[config.mk]
export PLATFORM = sky130hd
export DESIGN_NAME = gte_cop2_bridge
export DESIGN_NICKNAME = d
export VERILOG_FILES = /design/src/rtl/gte_bridge_pkg.sv /design/src/rtl/gte_cop2_bridge.sv
export SDC_FILE = /design/constraint.sdc
export NUM_CORES = 1
export LEC_CHECK = 0
export BUFFER_PORTS_ARGS = -buffer_cell sky130_fd_sc_hd__buf_2
export CAP_MARGIN = 20
export CORE_MARGIN = 2
export CORE_UTILIZATION = 45
export CTS_CLUSTER_SIZE = 12
export DETAILED_ROUTE_END_ITERATION = 10
export GPL_TIMING_DRIVEN = 1
export PLACE_DENSITY = 0.8
export SYNTH_ARGS = -nofsm -noshare
export SYNTH_HDL_FRONTEND = slang
export SYNTH_SLANG_ARGS = --single-unit
[constraint.sdc]
create_clock -name i_clk -period 1.8 [get_ports i_clk]
set_input_delay 0.18 -clock i_clk [delete_from_list [all_inputs] [get_ports i_clk]]
set_output_delay 0.18 -clock i_clk [all_outputs]
set_load 0.01 [all_outputs]
[src/rtl/gte_bridge_pkg.sv]
// Shared types for the CPU-side GTE COP2 bridge: op codes, FSM states and the
// E_REG register-ID layout ({bank, reg}).
package gte_bridge_pkg;

  typedef enum logic [2:0] {
    OP_MTC2 = 3'd0,
    OP_CTC2 = 3'd1,
    OP_MFC2 = 3'd2,
    OP_CFC2 = 3'd3,
    OP_CMD  = 3'd4
  } cpu_op_e;

  typedef enum logic [2:0] {
    ST_IDLE  = 3'd0,
    ST_STALL = 3'd1,
    ST_WRITE = 3'd2,
    ST_RADDR = 3'd3,
    ST_RDATA = 3'd4,
    ST_ISSUE = 3'd5
  } state_e;

  // E_REG bank select: 0 = data bank, 1 = control bank
  localparam int E_REG_BANK_BIT = 5;

  function automatic logic op_reserved(input logic [2:0] op);
    return op > 3'(OP_CMD);
  endfunction

  function automatic logic op_ctrl_bank(input logic [2:0] op);
    return (op == 3'(OP_CTC2)) || (op == 3'(OP_CFC2));
  endfunction

  function automatic logic [5:0] e_reg(input logic ctrl, input logic [4:0] num);
    logic [5:0] id;
    id = {1'b0, num};
    id[E_REG_BANK_BIT] = ctrl;
    return id;
  endfunction

  function automatic state_e op_state(input logic [2:0] op);
    state_e st;
    case (op)
      3'(OP_MTC2), 3'(OP_CTC2): st = ST_WRITE;
      3'(OP_MFC2), 3'(OP_CFC2): st = ST_RADDR;
      3'(OP_CMD):               st = ST_ISSUE;
      default:                  st = ST_IDLE;
    endcase
    return st;
  endfunction

endpackage

[src/rtl/gte_cop2_bridge.sv]
// COP2 request bridge: writes/commands act in A+1, reads return data in A+3, plus one cycle per stall.
// Only accepts in IDLE (o_cpuReady); stalls while the engine reports i_executing.
module gte_cop2_bridge
  import gte_bridge_pkg::*;
(
  input  logic        i_clk,
  input  logic        i_nRst,
  input  logic        i_cpuValid,
  output logic        o_cpuReady,
  input  logic [2:0]  i_cpuOp,
  input  logic [4:0]  i_cpuReg,
  input  logic [31:0] i_cpuData,
  input  logic [24:0] i_cpuCmd,
  output logic        o_cpuRdValid,
  output logic [31:0] o_cpuRdData,
  output logic        o_cpuErr,
  output logic        o_cpuBusy,
  output logic [5:0]  o_regID,
  output logic        o_writeReg,
  output logic [31:0] o_dataOut,
  input  logic [31:0] i_gteData,
  output logic [24:0] o_instruction,
  output logic        o_run,
  input  logic        i_executing,
  output logic [15:0] o_stallCycles
);

  state_e      state, state_nxt;
  logic        accept;
  logic        launch;
  logic [2:0]  op_q;
  logic [4:0]  reg_q;
  logic [31:0] data_q;
  logic [24:0] cmd_q;
  logic [2:0]  src_op;
  logic [4:0]  src_reg;
  logic [31:0] src_data;
  logic [24:0] src_cmd;

  assign accept = (state == ST_IDLE) && i_cpuValid;

  // Op fields come straight from the CPU on a no-stall accept, else from the latch.
  assign src_op   = (state == ST_IDLE) ? i_cpuOp   : op_q;
  assign src_reg  = (state == ST_IDLE) ? i_cpuReg  : reg_q;
  assign src_data = (state == ST_IDLE) ? i_cpuData : data_q;
  assign src_cmd  = (state == ST_IDLE) ? i_cpuCmd  : cmd_q;

  always_comb begin
    state_nxt = state;
    launch    = 1'b0;
    case (state)
      ST_IDLE: begin
        if (i_cpuValid && !op_reserved(i_cpuOp)) begin
          if (i_executing) begin
            state_nxt = ST_STALL;
          end else begin
            state_nxt = op_state(i_cpuOp);
            launch    = 1'b1;
          end
        end
      end
      ST_STALL: begin
        if (!i_executing) begin
          state_nxt = op_state(op_q);
          launch    = 1'b1;
        end
      end
      ST_RADDR: state_nxt = ST_RDATA;
      ST_WRITE, ST_RDATA, ST_ISSUE: state_nxt = ST_IDLE;
      default: state_nxt = ST_IDLE;
    endcase
  end

  always_ff @(posedge i_clk or negedge i_nRst) begin
    if (!i_nRst) begin
      state <= ST_IDLE;
    end else begin
      state <= state_nxt;
    end
  end

  always_ff @(posedge i_clk or negedge i_nRst) begin
    if (!i_nRst) begin
      op_q   <= '0;
      reg_q  <= '0;
      data_q <= '0;
      cmd_q  <= '0;
    end else if (accept) begin
      op_q   <= i_cpuOp;
      reg_q  <= i_cpuReg;
      data_q <= i_cpuData;
      cmd_q  <= i_cpuCmd;
    end
  end

  // Engine-facing fields only change when an op state is entered; they hold otherwise.
  always_ff @(posedge i_clk or negedge i_nRst) begin
    if (!i_nRst) begin
      o_regID       <= '0;
      o_dataOut     <= '0;
      o_instruction <= '0;
    end else if (launch) begin
      if (src_op != 3'(OP_CMD)) begin
        o_regID <= e_reg(op_ctrl_bank(src_op), src_reg);
      end
      if (op_state(src_op) == ST_WRITE) begin
        o_dataOut <= src_data;
      end
      if (src_op == 3'(OP_CMD)) begin
        o_instruction <= src_cmd;
      end
    end
  end

  always_ff @(posedge i_clk or negedge i_nRst) begin
    if (!i_nRst) begin
      o_cpuErr      <= 1'b0;
      o_cpuRdValid  <= 1'b0;
      o_cpuRdData   <= '0;
      o_stallCycles <= '0;
    end else begin
      o_cpuErr     <= accept && op_reserved(i_cpuOp);
      o_cpuRdValid <= (state == ST_RDATA);
      if (state == ST_RDATA) begin
        o_cpuRdData <= i_gteData;
      end
      if ((state == ST_STALL) && (o_stallCycles != 16'hFFFF)) begin
        o_stallCycles <= o_stallCycles + 16'd1;
      end
    end
  end

  // Strobes decode from state so an async reset drops them immediately.
  assign o_cpuReady = (state == ST_IDLE);
  assign o_writeReg = (state == ST_WRITE);
  assign o_run      = (state == ST_ISSUE);
  assign o_cpuBusy  = (state != ST_IDLE) || i_executing;

endmodule

After elaboration in Yosys (flattened, before gate mapping)
Index checks and enable logic that the tools add are counted.
{"block": "word_totals", "input_bits": 101, "register_bits": 181}
{"block": "op_classes", "addsub": 1, "mux": 15, "eq_ne": 22, "order_cmp": 1, "n_reduce_logical": 22}
{"operator": "case mux 3 bit (3 select lines)", "count": 4}
{"operator": "2-to-1 mux 32 bit", "count": 1}
{"operator": "== test 3 x 2 -> 1 bit (second input constant)", "count": 9}
{"operator": "2-to-1 mux 25 bit", "count": 1}
{"operator": "adder 16 x 1 -> 16 bit (second input constant)", "count": 1}
{"operator": "inequality test 16 bit (second input constant)", "count": 1}
{"operator": "== test 3 bit (second input constant)", "count": 5}
{"operator": "2-to-1 mux 3 bit", "count": 5}
{"operator": "== test 3 x 1 -> 1 bit (second input constant)", "count": 4}
{"operator": "logical NOT 3 bit", "count": 4}
{"operator": "OR reduction 2 bit", "count": 6}
{"operator": "AND reduction 2 bit", "count": 4}
{"operator": "2-to-1 mux 5 bit", "count": 1}
{"operator": "logical AND 1 bit", "count": 4}
{"operator": "> comparator 3 bit (second input constant)", "count": 1}
{"operator": "inequality test 3 bit (second input constant)", "count": 1}
{"operator": "nonzero test 3 bit", "count": 1}
{"operator": "logical OR 1 bit", "count": 2}
{"operator": "2-to-1 mux 1 bit", "count": 2}
{"operator": "inequality test 2 x 1 -> 1 bit (second input constant)", "count": 1}
{"operator": "inequality test 2 bit (second input constant)", "count": 1}
{"operator": "case mux 1 bit (2 select lines)", "count": 1}
{"operator": "logical NOT 1 bit", "count": 1}

Longest topological paths before layout
Gate-level depths: netlist of run 1.
{"block": "depth", "depth_word": 8, "depth_mapped": 8}

Worst setup path before layout of run 1
OpenSTA, ideal clock, no wires.
{"block": "synth_timing", "kind": "register -> register", "startpoint": "register state[1]", "endpoint": "register o_instruction[10]", "path_buffers": 3, "path_slack_ns": -0.248, "path_stages_with_launch": 8, "required_time_ns": 1.675, "setup_time_ns": 0.125, "period_less_slack_ns": 2.048, "arrival_time_ns": 1.923, "path_cell_list": "dfrtp_1 buf_2 nor3_4 mux2i_1 and4b_1 buf_2 buf_6 mux2_4"}
{"block": "synth_between", "elab_chain_cells": 4, "word_cells_on_any_way": 7}
{"element": "from (decl)", "line_no": "gte_cop2_bridge.sv:28", "source": "state_e state, state_nxt;"}
{"element": "from (signal assigned)", "line_no": "gte_cop2_bridge.sv:78", "source": "state <= state_nxt;"}
{"element": "logical NOT 3 bit", "line_no": "gte_cop2_bridge.sv:43, gte_cop2_bridge.sv:46, gte_cop2_bridge.sv:51"}
{"element": "2-to-1 mux 3 bit", "line_no": "gte_cop2_bridge.sv:43", "source": "assign src_op = (state == ST_IDLE) ? i_cpuOp : op_q;"}
{"element": "== test 3 bit", "line_no": "gte_cop2_bridge.sv:109", "source": "if (src_op == 3'(OP_CMD)) begin"}
{"element": "AND reduction 2 bit (no line)"}
{"element": "to (signal assigned)", "line_no": "gte_cop2_bridge.sv:110", "source": "o_instruction <= src_cmd;"}
{"element": "to (decl)", "line_no": "gte_cop2_bridge.sv:22", "source": "output logic [24:0] o_instruction,"}
Several ways; a longest one is shown, not always the timed one.
A chain may end at the register's enable or synchronous reset.

Final worst setup path of run 1
{"block": "layout_timing", "startpoint": "register state[2]", "endpoint": "register o_instruction[5]"}
The elaborated chain is that of the path after synthesis.

==> impl_metrics.tcl, run 1 <==
set metrics [dict create \
    finalMaxSlewViolations 0 \
    internal_power_mw 12.4 \
    final_nets 1143 \
    wirelength_um 21900 \
    power_density_mw_per_mm2 1690 \
    comb_power_share_pct 45.1 \
    cts.sinks 181 \
    critPathKind "register to register" \
    drc 0 \
    cp_max_fo 8 \
    holdWs_ns 0.0322 \
    wl_per_cell_um 17.1 \
    pre_cts_slack_ns -0.161 \
    die_w_um 136 \
    crit_chain "nor3_4, mux2i_1, and4b_2, buf_12, buf_16, mux2_4" \
    grt_pass1_vias 6642 \
    seq_power_share_pct 35.5 \
    vias_per_cell 5.11 \
    clock_path_buffers 2 \
    grt_overflow 0 \
    area_delta_synth_final_pct 47.1 \
    start_util_pct 45.6 \
    final_cell_mix "buf_2 (214), nand2_1 (205), dfrtp_1 (181)" \
    maxCapViolCount 0 \
    status "complete, but fails checks" \
    fillCellCount 1206 \
    root_buffer "clkbuf_16" \
    grt_pass1_wl_um 33800 \
    total_power_mw 19.5 \
    setup_viol 42 \
    insertion_delay_ns 0.42 \
    syn_inst 696 \
    synth-edff-count 0 \
    ys_ff_latch 181 \
    dp_hpwl_um 12800 \
    slowest_stage "dfrtp_1" \
    grt_setup_unrepaired "true" \
    dieArea_mm2 0.0184 \
    ys.flop_type "dfrtp_1" \
    drive_gt1_share_pct 37.1 \
    io_pins 218 \
    seq_area_frac_synth_pct 58.0 \
    max-vdd-ir-drop_mv 1.06 \
    core_area_mm2 0.0171 \
    slew_headroom_pct 74.4 \
    ant_nets 0 \
    synth.distinct_cells 38 \
    cts_tree "built" \
    crit_path_end_kind "register" \
    cp.arrival_ns 2.23 \
    crit_path_max_incr_delay_ns 0.42 \
    hold_viol 0 \
    skew_ns 0.00761 \
    synth.net_count 798 \
    path_clk_slew_ns 0.07 \
    min-delay-path-class "input pin to register" \
    violations "setup timing" \
    antenna_found_initial 2 \
    final_common_cell "buf_2" \
    numCtsBuffers 17 \
    first_iter_violations 309 \
    ys_warn_count 0 \
    min_period_over_period_pct 107 \
    power_switching_mw 7.03 \
    fmax_mhz 519 \
    netSwitchingFraction_pct 36.1 \
    rows 48 \
    cp-start-kind "register" \
    syn_area_mm2 0.00781 \
    grt_max_degree 68 \
    avgSynthCellArea_um2 11.2 \
    fp.dieH_um 136 \
    power.share.clock_pct 19.4 \
    p_leak_nw 5.97 \
    htreeDepth 4 \
    synthArstFlopShare_pct 100 \
    vias 6547 \
    port_buffers 217 \
    firstDrtPassIters 6 \
    worst_pin_slew_ns 0.384 \
    layout_setup_ws_ns -0.128 \
    place_congestion 0.860 \
    finalCriticalPeriod_ns 1.93 \
    grtUsageTotal_pct 23.5 \
    crit_required_ns 2.10 \
]
cell families after synthesis:
kind of cell | count (synthesis) | share of synthesized area, %
DFF | 181 | 58.0
buffers and inverters | 41 | 2.42
AOI/OAI and AO/OA | 51 | 3.80
xor gates and xnor gates | 12 | 1.35
adders and majority gates | 1 | 0.160
muxes | 130 | 19.1
and+or+nand+nor | 280 | 15.2
final timing paths:
kind	startpoint	end	slack (ns)	cells past startpoint
setup / recovery	state[2]	o_instruction[5]	-0.13	6
hold / removal	i_cpuOp[1]	op_q[1]	0.03	3
setup reg to reg	state[2]	o_instruction[5]	-0.13	6
hold reg to reg	cmd_q[5]	cmd_q[5]	0.47	2
max in group asynchronous	i_nRst	o_dataOut[5]	0.96	3
min in group asynchronous	i_nRst	o_instruction[13]	0.20	2
flip-flops by register name, indices dropped and copies added, names as in the netlist:
register and cells:
o_regID 6, o_cpuErr 1, op_q 3, cmd_q 25
state 3, o_cpuRdData 32, o_stallCycles 16, o_instruction 25
reg_q 5, o_dataOut 32, data_q 32, o_cpuRdValid 1
cells in the mapped netlist (all sizes together) (3+ instances only):
cell	n	area share [%]
a31oi	3	0.24
and3	9	0.72
and4	4	0.45
buf	18	1.3
clkbuf	19	0.91
dfrtp	181	58
inv	4	0.19
mux2	95	15
mux2i	35	4.5
nand2	234	11
nand2b	4	0.32
nand3	5	0.32
nand4	4	0.32
nor2	5	0.24
nor3	4	0.40
nor3b	3	0.42
o211ai	4	0.38
o21ai	35	2.2
xnor2	12	1.3
through the flow:
step	cell area (um2)	util (%)	std cells	setup TNS, ns
floorplan	7830	-	696	-3.73
global placement	9400	54.9	1134	-0.942
detailed placement	9400	54.9	1134	-3.06
CTS	11200	65.3	1271	-2.92
global route	11500	67.1	1280	-6.40
finish	11500	67.1	1281	-2.70
area by class of cell:
cell class / count / area, um2 / area share (%)
Clock buffer: 17 / 425 / 3.70
Tap cell: 225 / 282 / 2.45
Multi-Input combinational cell: 474 / 3310 / 28.8
Antenna cell: 2 / 5.00 / 0.0435
Inverter: 4 / 15.0 / 0.131
Clock inverter: 15 / 174 / 1.51
Sequential cell: 181 / 4530 / 39.4
Timing Repair Buffer: 363 / 2760 / 24.0
power by group through the flow:
stage	registers, mW	clock network, mW	logic (mW)
CTS	6.85	3.89	8.05
detailed placement	6.89	0	7.13
floorplan	7.25	0	4.00
global placement	6.81	0	6.90
global route	7.10	4.04	9.50
finish	6.91	3.78	8.78
layer usage:
metal  vias to the layer above  part of all wire [%]  routed length [um]  track usage [%]
met4                         2                   2.7                 598             8.97
met1                      3222                    40                8780             28.4
met3                        52                   6.9                1510             7.18
li1                       3027                     -                   -                -
met2                       244                    50               11000             39.5
met5                         -                 0.059                  13                0
worst max-delay path: cells and delay by family (launching register included):
family | cells | cell delay, ns
mux | 2 | 0.53
buf+inv | 2 | 0.28
simple gates | 2 | 0.58
flops | 1 | 0.42
timing repair:
action,in CTS,in global routing
gates resized for setup,17,66
endpoints found under the setup margin,67,105
setup buffers,9,8
cloned,4,3
hold buffers,95,0
hold endpoints to repair,275,0
pin swaps,4,26
Power figures use the tool's default switching activity.
==> run 2, diff against run 1 <==
--- a/config.mk
+++ b/config.mk
@@ -14,4 +14,5 @@
 export GPL_TIMING_DRIVEN = 1
 export PLACE_DENSITY = 0.8
+export REMOVE_ABC_BUFFERS = 1
 export SYNTH_ARGS = -nofsm -noshare
 export SYNTH_HDL_FRONTEND = slang
==> constraint.sdc (replaced) <==
create_clock -name i_clk -period 1.8 [get_ports i_clk]
set_input_delay 0.09 -clock i_clk [delete_from_list [all_inputs] [get_ports i_clk]]
set_output_delay 0.09 -clock i_clk [all_outputs]
set_load 0.01 [all_outputs]
==> impl_metrics.tcl, run 2 (synthesis results as in run 1) <==
set metrics [dict create \
    antenna_found_initial 0 \
    diodes 0 \
    p_leak_nw 5.89 \
    violations "setup timing" \
    htreeDepth 4 \
    wirelength_um 20700 \
    root_buffer "clkbuf_16" \
    m1WireLength_um 8450 \
    area_delta_synth_final_pct 44.8 \
    start_util_pct 45.6 \
    layout_setup_ws_ns -0.164 \
    final_cell_mix "nand2_1 (233), buf_2 (215), dfrtp_1 (181)" \
    grtUsageTotal_pct 22.8 \
    pre_cts_slack_ns -0.143 \
    finalMaxSlewViolations 0 \
    critPathKind "register to register" \
    final_cells 1281 \
    place_congestion 0.798 \
    slew_headroom_pct 70.6 \
    port_buffers 217 \
    path_clk_slew_ns 0.07 \
    worst_pin_slew_ns 0.441 \
    clock_path_buffers 2 \
    wl_met2_um 10800 \
    dieArea_mm2 0.0184 \
    grt_setup_unrepaired "true" \
    io_pins 218 \
    grt_pass1_wl_um 32700 \
    cts_tree "built" \
    dpl.cell_count 1134 \
    cp_top_family "simple AND/OR/NAND/NOR gates" \
    cp_max_fo 7 \
    insertion_delay_ns 0.42 \
    grt_pass1_vias 6552 \
    hold_viol 0 \
    crit_chain "nor3_4, mux2i_1, and4b_2, buf_4, buf_12, mux2_4" \
    dp_hpwl_um 12300 \
    status "complete, but fails checks" \
    core_area_mm2 0.0171 \
    firstDrtPassIters 5 \
    crit_path_end_kind "register" \
    top_regs "data_q (32), o_cpuRdData (32), o_dataOut (32)" \
    cts.sinks 181 \
    slowest_stage "dfrtp_1" \
    numCtsBuffers 17 \
    final_area_mm2 0.0113 \
    wl_per_cell_um 16.2 \
    vias 6364 \
    grt_max_degree 65 \
    skew_ns 0.0108 \
    min-delay-path-class "input pin to async pin" \
    placed_cell_area_mm2 0.00938 \
    drc 0 \
    final_common_cell "nand2_1" \
    finalCriticalPeriod_ns 1.96 \
    maxCapViolCount 0 \
    path_buf_inv 2 \
    crit_start "state[2]" \
    r2r_start "state[2]" \
    ant_nets 0 \
    power_density_mw_per_mm2 1670 \
    cp-start-kind "register" \
    setup_viol 32 \
    highest-signal-layer "met4" \
    rows 48 \
    wl_met3_um 971 \
    first_iter_violations 332 \
    max-vdd-ir-drop_mv 0.933 \
    final_nets 1146 \
    fp.dieH_um 136 \
    crit_required_ns 2.10 \
    drive_gt1_share_pct 34.2 \
    min_period_over_period_pct 109 \
    cp.arrival_ns 2.26 \
    fmax_mhz 509 \
    vias_per_cell 4.97 \
    grt_overflow 0 \
    crit_path_max_incr_delay_ns 0.41 \
    die_w_um 136 \
]
run 2: cell types whose count changed in the layout (fill, tap and decap cells not counted), moves of 3 or more:
cell | previous run | this run
buf_12 | 14 | 11
buf_8 | 0 | 3
mux2_4 | 31 | 36
buf_6 | 11 | 7
clkbuf_8 | 0 | 4
mux2_1 | 42 | 38
nand2_1 | 205 | 233
dlygate4sd3_1 | 95 | 99
nand2_4 | 13 | 0
nand2_2 | 16 | 1
inv_8 | 3 | 0
clkinv_4 | 5 | 1
buf_4 | 23 | 27
run 2: final timing paths:
path                                     end  slack (ns)  cells after the start
min                           o_cpuRdData[8]        0.18                      2
max in group asynchronous      o_dataOut[30]        0.97                      3
min reg2reg                        cmd_q[22]        0.47                      2
max                        o_instruction[23]       -0.16                      6
max reg2reg                o_instruction[23]       -0.16                      6
min in group i_clk                 cmd_q[18]        0.19                      4
run 2: layout make-up:
class	instances	area, um2
repair buffers	366	2720
clock inverters	8	98.8
multi-input cells	474	3180
fillers	1272	5800
clock buffers	23	488
inverters	4	15.0
flip-flops and latches	181	4530
well taps	225	282
run 2: metrics by stage:
step	total power, mW	utilization [%]	hold WS, ns	TNS (ns)
3_3_place_gp	13.6	54.8	0.0482	-1.04
3_5_place_dp	14.0	54.8	0.0540	-4.27
2_1_floorplan	10.9	-	-0.206	-336.20
6_report	18.9	66.1	0.177	-4.31
5_1_grt	20.1	66.1	0.180	-9.21
4_1_cts	18.4	65.4	0.170	-4.25
run 2: per-layer routing:
layer | GRT usage [%] | vias up
met5 | 0 | -
met4 | 8.74 | 0
met3 | 5.20 | 38
met2 | 39.6 | 174
met1 | 27.5 | 3124
li1 | - | 3028
run 2: worst reg2reg max path: stages (launching register included):
cell     delay (ns)
dfrtp_1        0.41
nor3_4         0.29
mux2i_1        0.27
and4b_2        0.30
buf_4          0.13
buf_12         0.13
mux2_4         0.31
run 2: report_power, final:
group	switching, mW	internal [mW]
Combinational	4.06	4.23
Clock	1.51	2.18
Sequential	1.01	5.88
run 2: what timing repair did:
| item | in CTS | in global routing |
|---|---|---|
| gates cloned | 4 | 1 |
| hold endpoints to repair | 282 | 0 |
| setup endpoints to repair | 51 | 94 |
| hold buffers | 99 | 0 |
| pin swaps | 3 | 1 |
| buffers inserted | 6 | 10 |
| gates resized for setup | 23 | 22 |
